--- src/rtl/fizzbuzz_pkg.sv ---
// Shared definitions for the fizzbuzz ASCII transmitter.
// Holds the ASCII byte constants, the transmitter state encoding, the
// "FizzBuzz" text table ("Fizz" and "Buzz" are slices of it) and a helper
// that derives the decimal digit count of the largest accepted value.
package fizzbuzz_pkg;

    localparam logic [7:0] CH_F  = 8'h46;
    localparam logic [7:0] CH_I  = 8'h69;
    localparam logic [7:0] CH_Z  = 8'h7A;
    localparam logic [7:0] CH_B  = 8'h42;
    localparam logic [7:0] CH_U  = 8'h75;
    localparam logic [7:0] CH_0  = 8'h30;
    localparam logic [7:0] CH_LF = 8'h0A;

    localparam int unsigned DIGIT_W = 4;

    typedef enum logic [2:0] {
        ST_IDLE,
        ST_TEXT,
        ST_CONV,
        ST_SKIP,
        ST_DIGITS,
        ST_NL
    } tx_state_t;

    localparam logic [7:0] FIZZBUZZ_STR [8] = '{CH_F, CH_I, CH_Z, CH_Z,
                                                CH_B, CH_U, CH_Z, CH_Z};

    // Index ranges of the two words inside FIZZBUZZ_STR.
    localparam logic [2:0] FIZZ_FIRST = 3'd0;
    localparam logic [2:0] FIZZ_END   = 3'd3;
    localparam logic [2:0] BUZZ_FIRST = 3'd4;
    localparam logic [2:0] BUZZ_END   = 3'd7;

    function automatic int unsigned calc_nd(input int unsigned max_value);
        int unsigned v;
        int unsigned n;
        v = max_value;
        n = 1;
        for (int unsigned i = 0; i < 10; i++) begin
            if (v >= 10) begin
                v = v / 10;
                n = n + 1;
            end
        end
        return n;
    endfunction

endpackage

--- src/rtl/fizzbuzz_bin2bcd.sv ---
// Sequential binary-to-BCD converter (shift-and-add-3, one bit per cycle).
// Ports:
//   clk, resetn : clock, asynchronous active-low reset
//   start       : load bin and perform the first shift on this edge
//   bin         : VW-bit binary value
//   done        : high in the cycle whose closing edge performs the final shift
//   bcd         : ND packed BCD digits, digit 0 in the low nibble
module fizzbuzz_bin2bcd
    import fizzbuzz_pkg::*;
#(
    parameter int unsigned VW = 8,
    parameter int unsigned ND = 3
) (
    input  logic                  clk,
    input  logic                  resetn,
    input  logic                  start,
    input  logic [VW-1:0]         bin,
    output logic                  done,
    output logic [ND*DIGIT_W-1:0] bcd
);

    localparam int unsigned CW = $clog2(VW + 1);
    localparam int unsigned BW = ND * DIGIT_W;

    logic [VW-1:0] sr_q, sr_d, sr_src;
    logic [BW-1:0] bcd_q, bcd_d, bcd_adj;
    logic [CW-1:0] cnt_q, cnt_d;

    // The load edge already performs the first shift, so only VW-1 further
    // shifts remain after start.
    always_comb begin
        sr_d    = sr_q;
        bcd_d   = bcd_q;
        cnt_d   = cnt_q;
        sr_src  = start ? bin : sr_q;
        bcd_adj = start ? '0 : bcd_q;
        if (start || (cnt_q != '0)) begin
            for (int unsigned i = 0; i < ND; i++) begin
                if (bcd_adj[i*DIGIT_W +: DIGIT_W] >= 4'd5) begin
                    bcd_adj[i*DIGIT_W +: DIGIT_W] = bcd_adj[i*DIGIT_W +: DIGIT_W] + 4'd3;
                end
            end
            bcd_d = {bcd_adj[BW-2:0], sr_src[VW-1]};
            sr_d  = sr_src << 1;
            cnt_d = start ? CW'(VW - 1) : cnt_q - 1'b1;
        end
    end

    always_ff @(posedge clk or negedge resetn) begin
        if (!resetn) begin
            sr_q  <= '0;
            bcd_q <= '0;
            cnt_q <= '0;
        end else begin
            sr_q  <= sr_d;
            bcd_q <= bcd_d;
            cnt_q <= cnt_d;
        end
    end

    assign done = (cnt_q == CW'(1));
    assign bcd  = bcd_q;

endmodule

--- src/rtl/fizzbuzz_ascii_tx.sv ---
// Converts one fizzbuzz token (value + flags) into an ASCII byte stream:
// "FizzBuzz", "Fizz", "Buzz" or the unsigned decimal value, optionally
// terminated by a line feed.
// Ports:
//   clk, resetn                         : clock, asynchronous active-low reset
//   in_valid/in_ready                   : token handshake (ready only when idle)
//   in_value, in_fizz, in_buzz, in_fizzbuzz : token payload
//   out_valid/out_ready                 : byte handshake
//   out_data                            : ASCII byte (registered)
//   out_last                            : final byte of the message
module fizzbuzz_ascii_tx
    import fizzbuzz_pkg::*;
#(
    parameter  int unsigned MAX_VALUE = 255,
    parameter  bit          NEWLINE   = 1'b1,
    localparam int unsigned VW        = $clog2(MAX_VALUE + 1),
    localparam int unsigned ND        = calc_nd(MAX_VALUE)
) (
    input  logic          clk,
    input  logic          resetn,
    input  logic          in_valid,
    output logic          in_ready,
    input  logic [VW-1:0] in_value,
    input  logic          in_fizz,
    input  logic          in_buzz,
    input  logic          in_fizzbuzz,
    output logic          out_valid,
    input  logic          out_ready,
    output logic [7:0]    out_data,
    output logic          out_last
);

    localparam int unsigned IW = $clog2(ND + 1);

    tx_state_t state_q, state_d;
    logic          in_ready_q, in_ready_d;
    logic          out_valid_q, out_valid_d;
    logic [7:0]    out_data_q, out_data_d;
    logic          out_last_q, out_last_d;
    logic [2:0]    txt_idx_q, txt_idx_d;
    logic [2:0]    txt_end_q, txt_end_d;
    logic [2:0]    txt_next;
    logic [IW-1:0] dig_q, dig_d;

    logic                  accept;
    logic                  out_fire;
    logic                  text_msg;
    logic                  msg_done;
    logic                  conv_start;
    logic                  conv_done;
    logic [ND*DIGIT_W-1:0] bcd;
    logic [DIGIT_W-1:0]    cur_digit;
    logic [DIGIT_W-1:0]    nxt_digit;

    fizzbuzz_bin2bcd #(
        .VW (VW),
        .ND (ND)
    ) u_bin2bcd (
        .clk    (clk),
        .resetn (resetn),
        .start  (conv_start),
        .bin    (in_value),
        .done   (conv_done),
        .bcd    (bcd)
    );

    assign accept   = in_valid && in_ready_q;
    assign out_fire = out_valid_q && out_ready;
    assign txt_next = txt_idx_q + 3'd1;

    // dig_q counts digits still to emit; the current digit is dig_q-1.
    always_comb begin
        cur_digit = '0;
        nxt_digit = '0;
        for (int unsigned i = 0; i < ND; i++) begin
            if (32'(dig_q) == i + 1) cur_digit = bcd[i*DIGIT_W +: DIGIT_W];
            if (32'(dig_q) == i + 2) nxt_digit = bcd[i*DIGIT_W +: DIGIT_W];
        end
    end

    always_comb begin
        state_d     = state_q;
        out_valid_d = out_valid_q;
        out_data_d  = out_data_q;
        out_last_d  = out_last_q;
        txt_idx_d   = txt_idx_q;
        txt_end_d   = txt_end_q;
        dig_d       = dig_q;
        text_msg    = 1'b0;
        msg_done    = 1'b0;
        conv_start  = 1'b0;

        case (state_q)
            ST_IDLE: begin
                if (accept) begin
                    if (in_fizzbuzz || (in_fizz && in_buzz)) begin
                        text_msg  = 1'b1;
                        txt_idx_d = FIZZ_FIRST;
                        txt_end_d = BUZZ_END;
                    end else if (in_fizz) begin
                        text_msg  = 1'b1;
                        txt_idx_d = FIZZ_FIRST;
                        txt_end_d = FIZZ_END;
                    end else if (in_buzz) begin
                        text_msg  = 1'b1;
                        txt_idx_d = BUZZ_FIRST;
                        txt_end_d = BUZZ_END;
                    end
                    if (text_msg) begin
                        state_d     = ST_TEXT;
                        out_valid_d = 1'b1;
                        out_data_d  = FIZZBUZZ_STR[txt_idx_d];
                        out_last_d  = 1'b0;
                    end else begin
                        conv_start = 1'b1;
                        dig_d      = IW'(ND);
                        state_d    = (VW > 1) ? ST_CONV : ST_SKIP;
                    end
                end
            end

            ST_TEXT: begin
                if (out_fire) begin
                    if (txt_idx_q == txt_end_q) begin
                        msg_done = 1'b1;
                    end else begin
                        txt_idx_d  = txt_next;
                        out_data_d = FIZZBUZZ_STR[txt_next];
                        out_last_d = !NEWLINE && (txt_next == txt_end_q);
                    end
                end
            end

            ST_CONV: begin
                if (conv_done) state_d = ST_SKIP;
            end

            ST_SKIP: begin
                // Leading zeros are dropped one per cycle; the units digit stays.
                if ((dig_q > IW'(1)) && (cur_digit == '0)) begin
                    dig_d = dig_q - 1'b1;
                end else begin
                    state_d     = ST_DIGITS;
                    out_valid_d = 1'b1;
                    out_data_d  = CH_0 + {4'h0, cur_digit};
                    out_last_d  = !NEWLINE && (dig_q == IW'(1));
                end
            end

            ST_DIGITS: begin
                if (out_fire) begin
                    if (dig_q == IW'(1)) begin
                        msg_done = 1'b1;
                    end else begin
                        dig_d      = dig_q - 1'b1;
                        out_data_d = CH_0 + {4'h0, nxt_digit};
                        out_last_d = !NEWLINE && (dig_q == IW'(2));
                    end
                end
            end

            ST_NL: begin
                if (out_fire) begin
                    state_d     = ST_IDLE;
                    out_valid_d = 1'b0;
                    out_last_d  = 1'b0;
                end
            end

            default: begin
                state_d     = ST_IDLE;
                out_valid_d = 1'b0;
                out_last_d  = 1'b0;
            end
        endcase

        if (msg_done) begin
            if (NEWLINE) begin
                state_d     = ST_NL;
                out_valid_d = 1'b1;
                out_data_d  = CH_LF;
                out_last_d  = 1'b1;
            end else begin
                state_d     = ST_IDLE;
                out_valid_d = 1'b0;
                out_last_d  = 1'b0;
            end
        end

        // Registered so that in_ready stays low during reset and rises on the
        // first edge after release.
        in_ready_d = (state_d == ST_IDLE);
    end

    always_ff @(posedge clk or negedge resetn) begin
        if (!resetn) begin
            state_q     <= ST_IDLE;
            in_ready_q  <= 1'b0;
            out_valid_q <= 1'b0;
            out_data_q  <= 8'h00;
            out_last_q  <= 1'b0;
            txt_idx_q   <= '0;
            txt_end_q   <= '0;
            dig_q       <= '0;
        end else begin
            state_q     <= state_d;
            in_ready_q  <= in_ready_d;
            out_valid_q <= out_valid_d;
            out_data_q  <= out_data_d;
            out_last_q  <= out_last_d;
            txt_idx_q   <= txt_idx_d;
            txt_end_q   <= txt_end_d;
            dig_q       <= dig_d;
        end
    end

    assign in_ready  = in_ready_q;
    assign out_valid = out_valid_q;
    assign out_data  = out_data_q;
    assign out_last  = out_last_q;

endmodule

--- config.mk ---
export PLATFORM = sky130hd
export DESIGN_NAME = fizzbuzz_ascii_tx
export DESIGN_NICKNAME = d
export VERILOG_FILES = /design/src/rtl/fizzbuzz_pkg.sv /design/src/rtl/fizzbuzz_bin2bcd.sv /design/src/rtl/fizzbuzz_ascii_tx.sv
export SDC_FILE = /design/constraint.sdc
export NUM_CORES = 1
export LEC_CHECK = 0
export ABC_AREA = 1
export CAP_MARGIN = 40
export CORE_ASPECT_RATIO = 1.1
export CORE_MARGIN = 2
export CORE_UTILIZATION = 31
export DETAILED_ROUTE_END_ITERATION = 10
export PLACE_DENSITY_LB_ADDON = 0.08
export SLEW_MARGIN = 20
export SYNTH_ARGS = -nofsm -noshare
export SYNTH_HDL_FRONTEND = slang
export SYNTH_SLANG_ARGS = --single-unit
--- constraint.sdc ---
create_clock -name clk -period 4.5 [get_ports clk]
set_input_delay 0.45 -clock clk [delete_from_list [all_inputs] [get_ports clk]]
set_output_delay 0.45 -clock clk [all_outputs]
set_load 0.005 [all_outputs]
==> results of run 1 <==
## power breakdown
group | internal [mW] | total [mW] | switching [mW] | leakage [nW]
Sequential | 0.566 | 0.710 | 0.145 | 0.525
Clock | 0.115 | 0.274 | 0.159 | 0.0491
Combinational | 0.598 | 1.56 | 0.958 | 1.26
## worst max-delay path, stage by stage
cell and delay (ps):
clkdlybuf4s50_1 460, inv_1 70, nand3_1 180, nor2_4 190, nand2_2 280, nand2_1 210, inv_1 70, ha_1 200
o21ai_0 180, nand2_1 70, nand2_1 110, inv_1 100, nand2_1 60, o21ai_1 50, nand2_1 50, o21ai_0 80
## logic make-up after synthesis
| kind of cell | share of synthesized area (%) |
|---|---|
| buffers and inverters | 10.3 |
| AND/OR/NAND/NOR | 35.7 |
| other | 0.119 |
| AO/OA/AOI/OAI | 12.4 |
| XOR/XNOR | 1.11 |
| flip-flops | 34.1 |
| adder cells (fa/ha/maj) | 6.34 |
## cell usage in the layout, fill, tap and decap left out, drive strengths merged
| master | instances |
|---|---|
| a211oi | 2 |
| a21oi | 7 |
| a31oi | 6 |
| a32o | 1 |
| buf | 2 |
| clkbuf | 5 |
| clkdlybuf4s50 | 23 |
| clkinv | 2 |
| conb | 1 |
| dfrtp | 43 |
| ha | 16 |
| inv | 66 |
| nand2 | 142 |
| nand3 | 42 |
| nand4 | 5 |
| nor2 | 44 |
| nor3 | 2 |
| nor4 | 2 |
| o211ai | 3 |
| o21ai | 38 |
| o21ba | 1 |
| o221a | 1 |
| o22a | 1 |
| o22ai | 4 |
| xnor2 | 3 |
| xor2 | 1 |
## layer usage
metal	up-vias	wire, um
li1	1453	-
met2	36	3770
met5	-	0
met1	1262	3540
met4	0	159
met3	10	214
## worst max path at each step
stage,from,to,cells after the start
floorplan,state_q[1],u_bin2bcd.bcd[10],16
global placement,in_fizz,u_bin2bcd.bcd[10],16
detailed placement,in_fizz,u_bin2bcd.bcd[10],16
CTS,in_fizz,u_bin2bcd.bcd[10],16
global route,in_fizzbuzz,u_bin2bcd.bcd[10],16
finish,in_fizz,u_bin2bcd.bcd[10],16
## cell type report
type                       count  share of cell area, %
clock buffer                   5                   1.92
clock inverter                 3                  0.734
inverter                      65                   6.88
multi-input combinational    322                   49.1
sequential                    43                   30.0
tap                          120                   4.19
timing repair buffer          25                   7.13
## through the flow
step / hold WS (ps) / cells
2_1_floorplan: 154 / 440
3_3_place_gp: 457 / 574
3_5_place_dp: 409 / 575
4_1_cts: 67.2 / 583
5_1_grt: 80.1 / 583
6_report: 52.2 / 583
## sequential cells by signal, summed over array words and instances, names as in the netlist
name	count
dig_q	2
in_ready	1
out_data	7
out_last	1
out_valid	1
state_q	3
txt_end_q	2
txt_idx_q	3
u_bin2bcd.bcd	12
u_bin2bcd.cnt_q	4
u_bin2bcd.sr_q	7
## Yosys cell counts, types with 5 or more instances
cell type / instances / area share, %
a21oi_1: 5 / 0.79
o21ai_0: 30 / 4.8
nand3_1: 38 / 6.0
nand2_2: 10 / 2.0
nand4_1: 5 / 0.99
o21ai_1: 7 / 1.1
dfrtp_1: 43 / 34
nor2_1: 33 / 3.9
nor2_2: 5 / 0.99
ha_1: 16 / 6.3
inv_1: 54 / 6.4
nand2_1: 128 / 15
inv_2: 9 / 1.1
a31oi_1: 6 / 1.2
==> flow_summary_export.csv, run 1 <==
group,metric,value,unit
outcome,outcome,"completed",
clocking,cts_made_buffers,5,
setup_path,timing.rr.end,"u_bin2bcd.bcd[10]",
routing,ant_nets,0,
timing,finalHoldViolations,0,
yosys,yosysWarnings,0,
global_routing,met2_usage,27.2,%
place,io_buffers,24,
global_routing,use_met1,18.5,%
timing,worstMarginPinSlew,517,ps
setup_path,worstPathArrival,2810,ps
floorplanning,die_w,100,um
clocking,clk_pin_slew,100,ps
clocking,clk_latency,310,ps
timing,setup_tns,0,ps
clocking,cts_setup_buffers,0,
setup_path,rr_worst_depth,15,
floorplanning,io_pins,26,
pwr,ir_drop,0.000233,V
yosys,synth.distinct_cells,40,
clocking,cts_resized,0,
timing,period_needed,2630,ps
global_routing,grt_util_met3,2.35,%
timing,fin_ws,1870,ps
timing,fmax,380,MHz
global_routing,grt.overflow.total,0,
pwr,leakagePower,1.84,nW
cells_and_area,final_util,36.2,%
routing,drtIter0Drc,108,
floorplanning,die_area,11000,sq um
yosys,synthesis.area,3160,sq um
global_routing,grt_pass1_wl,13200,um
timing,rsz0062_at_grt,"false",
yosys,synth-seq-area-share,34.1,%
floorplanning,start_util,31.9,%
floorplanning,die_h,110,um
routing,drcViolationCount,0,
routing,viasPerCell,4.74,
yosys,syn_inst,440,
clocking,cts_root_buf,"clkbuf_8",
yosys,yosys_register_bits,43,
clocking,clock_path_buffers,2,
yosys,synth_flop_cell,"dfrtp_1",
global_routing,top_usage_layer,"met2",
timing,fin_worst_skew,11.0,ps
cells_and_area,syn2layout_area_growth,13.3,%
pwr,p_total,2.54,mW
routing,wire_per_inst,13.2,um
clocking,cts.sinks,43,
cells_and_area,register_area,1080,sq um
clocking,cts_hold_buf,0,
setup_path,start_kind,"primary input",
timing,setup_viol,0,
floorplanning,core,9890,sq um
global_routing,grt_pass1_vias,2746,
global_routing,grt_max_degree,32,
worst_hold_path,hold_path_class,"in2async",
clocking,htree_levels,2,
cells_and_area,fin_area,3580,sq um
place,dpl.hpwl,5990,um
yosys,async_reset_ff_share,100,%
setup_path,worstPathMaxFanout,20,
place,placed_area,3490,sq um
setup_path,r2r_start,"state_q[1]",
yosys,avgSynthCellArea,7.18,sq um
routing,vias,2761,
cells_and_area,drive_gt1_share,12.5,%
timing,fin_crit_sh,58.5,%
pwr,power_density,709,nW/um^2
cells_and_area,fin_nets,493,
yosys,synth_edf_count,0,
clocking,cts_tree,"built",
cells_and_area,multi_input_area,1760,sq um
yosys,syn_nets,471,
timing,relSlewSlack,65.4,%
global_routing,grt_usage,15.2,%
run,maxCapViolCount,0,
cells_and_area,nFillCells,1085,
setup_path,worstSetupEndpointType,"flip-flop",
timing,slew_violations,0,
routing,totalWireLength,7680,um
place,gp_congestion,0.823,
floorplanning,core.rowCount,38,
setup_path,worst-endpoint-required,4670,ps
cells_and_area,diodes,0,
global_routing,antenna_found_initial,0,
routing,firstDrtPassIters,4,
place,post-place-ws,1540,ps
setup_path,criticalPathCategory,"in2reg",
setup_path,rrSetupSlack,1970,ps
(Power assumes the default switching activity.)
==> run 2: changes to the inputs <==
==> constraint.sdc (replaced) <==
create_clock -name clk -period 2.2 [get_ports clk]
set_input_delay 0.22 -clock clk [delete_from_list [all_inputs] [get_ports clk]]
set_output_delay 0.22 -clock clk [all_outputs]
set_load 0.005 [all_outputs]
==> flow_summary_export.csv, run 2 (same netlist as run 1, synthesis figures left out) <==
group,metric,value,unit
place,dpl.hpwl,6480,um
cells_and_area,largest_reg_flops,12,
timing,finalHoldViolations,0,
outcome,outcome,"completed",
global_routing,grt_max_degree,25,
cells_and_area,fin_area,3800,sq um
timing,period_needed,2050,ps
clocking,clk_latency,310,ps
cells_and_area,fin_nets,514,
setup_path,start_kind,"flip-flop",
run,maxCapViolCount,0,
floorplanning,die_w,100,um
clocking,cts.sinks,43,
cells_and_area,most-common-layout-cells,"nand2_1 (127), inv_1 (54), dfrtp_1 (42)",
setup_path,crit_start,"dig_q[1]",
timing,worstMarginPinSlew,520,ps
timing,fmax,488,MHz
routing,drtIter0Drc,111,
setup_path,rrSetupSlack,150,ps
timing,fin_worst_skew,9.38,ps
routing,vias,2865,
timing,whs,406,ps
cells_and_area,drive_gt1_share,16.7,%
cells_and_area,final_util,38.4,%
timing,relSlewSlack,65.3,%
global_routing,grt_pass1_vias,2844,
clocking,clk_pin_slew,90,ps
routing,firstDrtPassIters,4,
routing,viasPerCell,4.74,
pwr,leakagePower,1.96,nW
pwr,ir_drop,0.000418,V
global_routing,grt_usage,16.0,%
global_routing,grt.overflow.total,0,
global_routing,grt_pass1_wl,13900,um
timing,fin_crit_sh,93.1,%
worst_hold_path,hold_path_class,"in2async",
clocking,htree_levels,2,
routing,drcViolationCount,0,
timing,setup_tns,0,ps
clocking,clock_path_buffers,2,
floorplanning,core.rowCount,38,
routing,ant_nets,0,
timing,slew_violations,0,
cells_and_area,diodes,0,
setup_path,timing.rr.end,"dig_q[1]",
place,io_buffers,24,
routing,wire_per_inst,13.5,um
floorplanning,die_h,110,um
place,post-place-ws,-73.1,ps
setup_path,rr_worst_depth,12,
clocking,cts_tree,"built",
clocking,cts_made_buffers,5,
floorplanning,core,9890,sq um
routing,totalWireLength,8180,um
setup_path,worstSetupEndpointType,"flip-flop",
floorplanning,start_util,31.9,%
floorplanning,die_area,11000,sq um
cells_and_area,final_common_cell,"nand2_1",
clocking,cts_root_buf,"clkbuf_8",
setup_path,r2r_start,"dig_q[1]",
global_routing,antenna_found_initial,0,
pwr,power_density,1470,nW/um^2
setup_path,criticalPathCategory,"reg2reg",
clocking,cts_setup_buffers,0,
cells_and_area,finalNonFillerCells,604,
setup_path,worstPathMaxFanout,5,
place,gp_congestion,0.838,
timing,fin_ws,151,ps
cells_and_area,syn2layout_area_growth,20.3,%
floorplanning,io_pins,26,
pwr,p_total,5.58,mW
place,place_inst,595,
setup_path,worstPathArrival,2250,ps
timing,setup_viol,0,
place,placed_area,3640,sq um
setup_path,worst-endpoint-required,2400,ps
## run 2: final cells by class
cell class	count	area, sq um
well taps	120	150
flip-flops and latches	43	1080
clock buffers	6	72.6
clock inverters	2	60.1
repair buffers	46	415
inverters	65	246
fillers	1064	6090
multi-input cells	322	1780
## run 2: layer usage
layer	part of all wire, %	vias to the layer above	GRT usage [%]
li1	-	1496	-
met1	45	1314	19.7
met2	50	45	28.0
met3	2.9	10	2.92
met4	2.1	0	5.97
met5	0	-	0
## run 2: worst max-delay path by stage
stage,to,slack [ps],depth (start not counted)
after floorplan,u_bin2bcd.bcd[10],150,16
after global placement,u_bin2bcd.bcd[5],10,16
after detailed placement,u_bin2bcd.bcd[10],-70,16
after CTS,out_data[5],170,14
after global routing,dig_q[1],-9,12
final,dig_q[1],150,12
## run 2: critical path: stages, from the launching register on
cell     delay, ps
dfrtp_1        430
inv_1           60
ha_1           230
inv_1          170
nor2_1          60
nand3_1         60
nand3_1         90
nor2_1         260
nand2_1         90
nand2_1        120
nand3_1        190
nand2_1        100
o21ai_1         60
## run 2: what timing repair did
action / in CTS / in global routing
hold buffers: 1 / 0
resized for setup: 0 / 7
hold endpoints to repair: 19 / 0
endpoints found under the setup margin: 0 / 10
## run 2: report_power, final
part / total [mW] / switching (mW) / internal [mW]
clock: 0.769 / 0.315 / 0.454
sequential: 1.46 / 0.305 / 1.16
combinational: 3.34 / 2.03 / 1.32
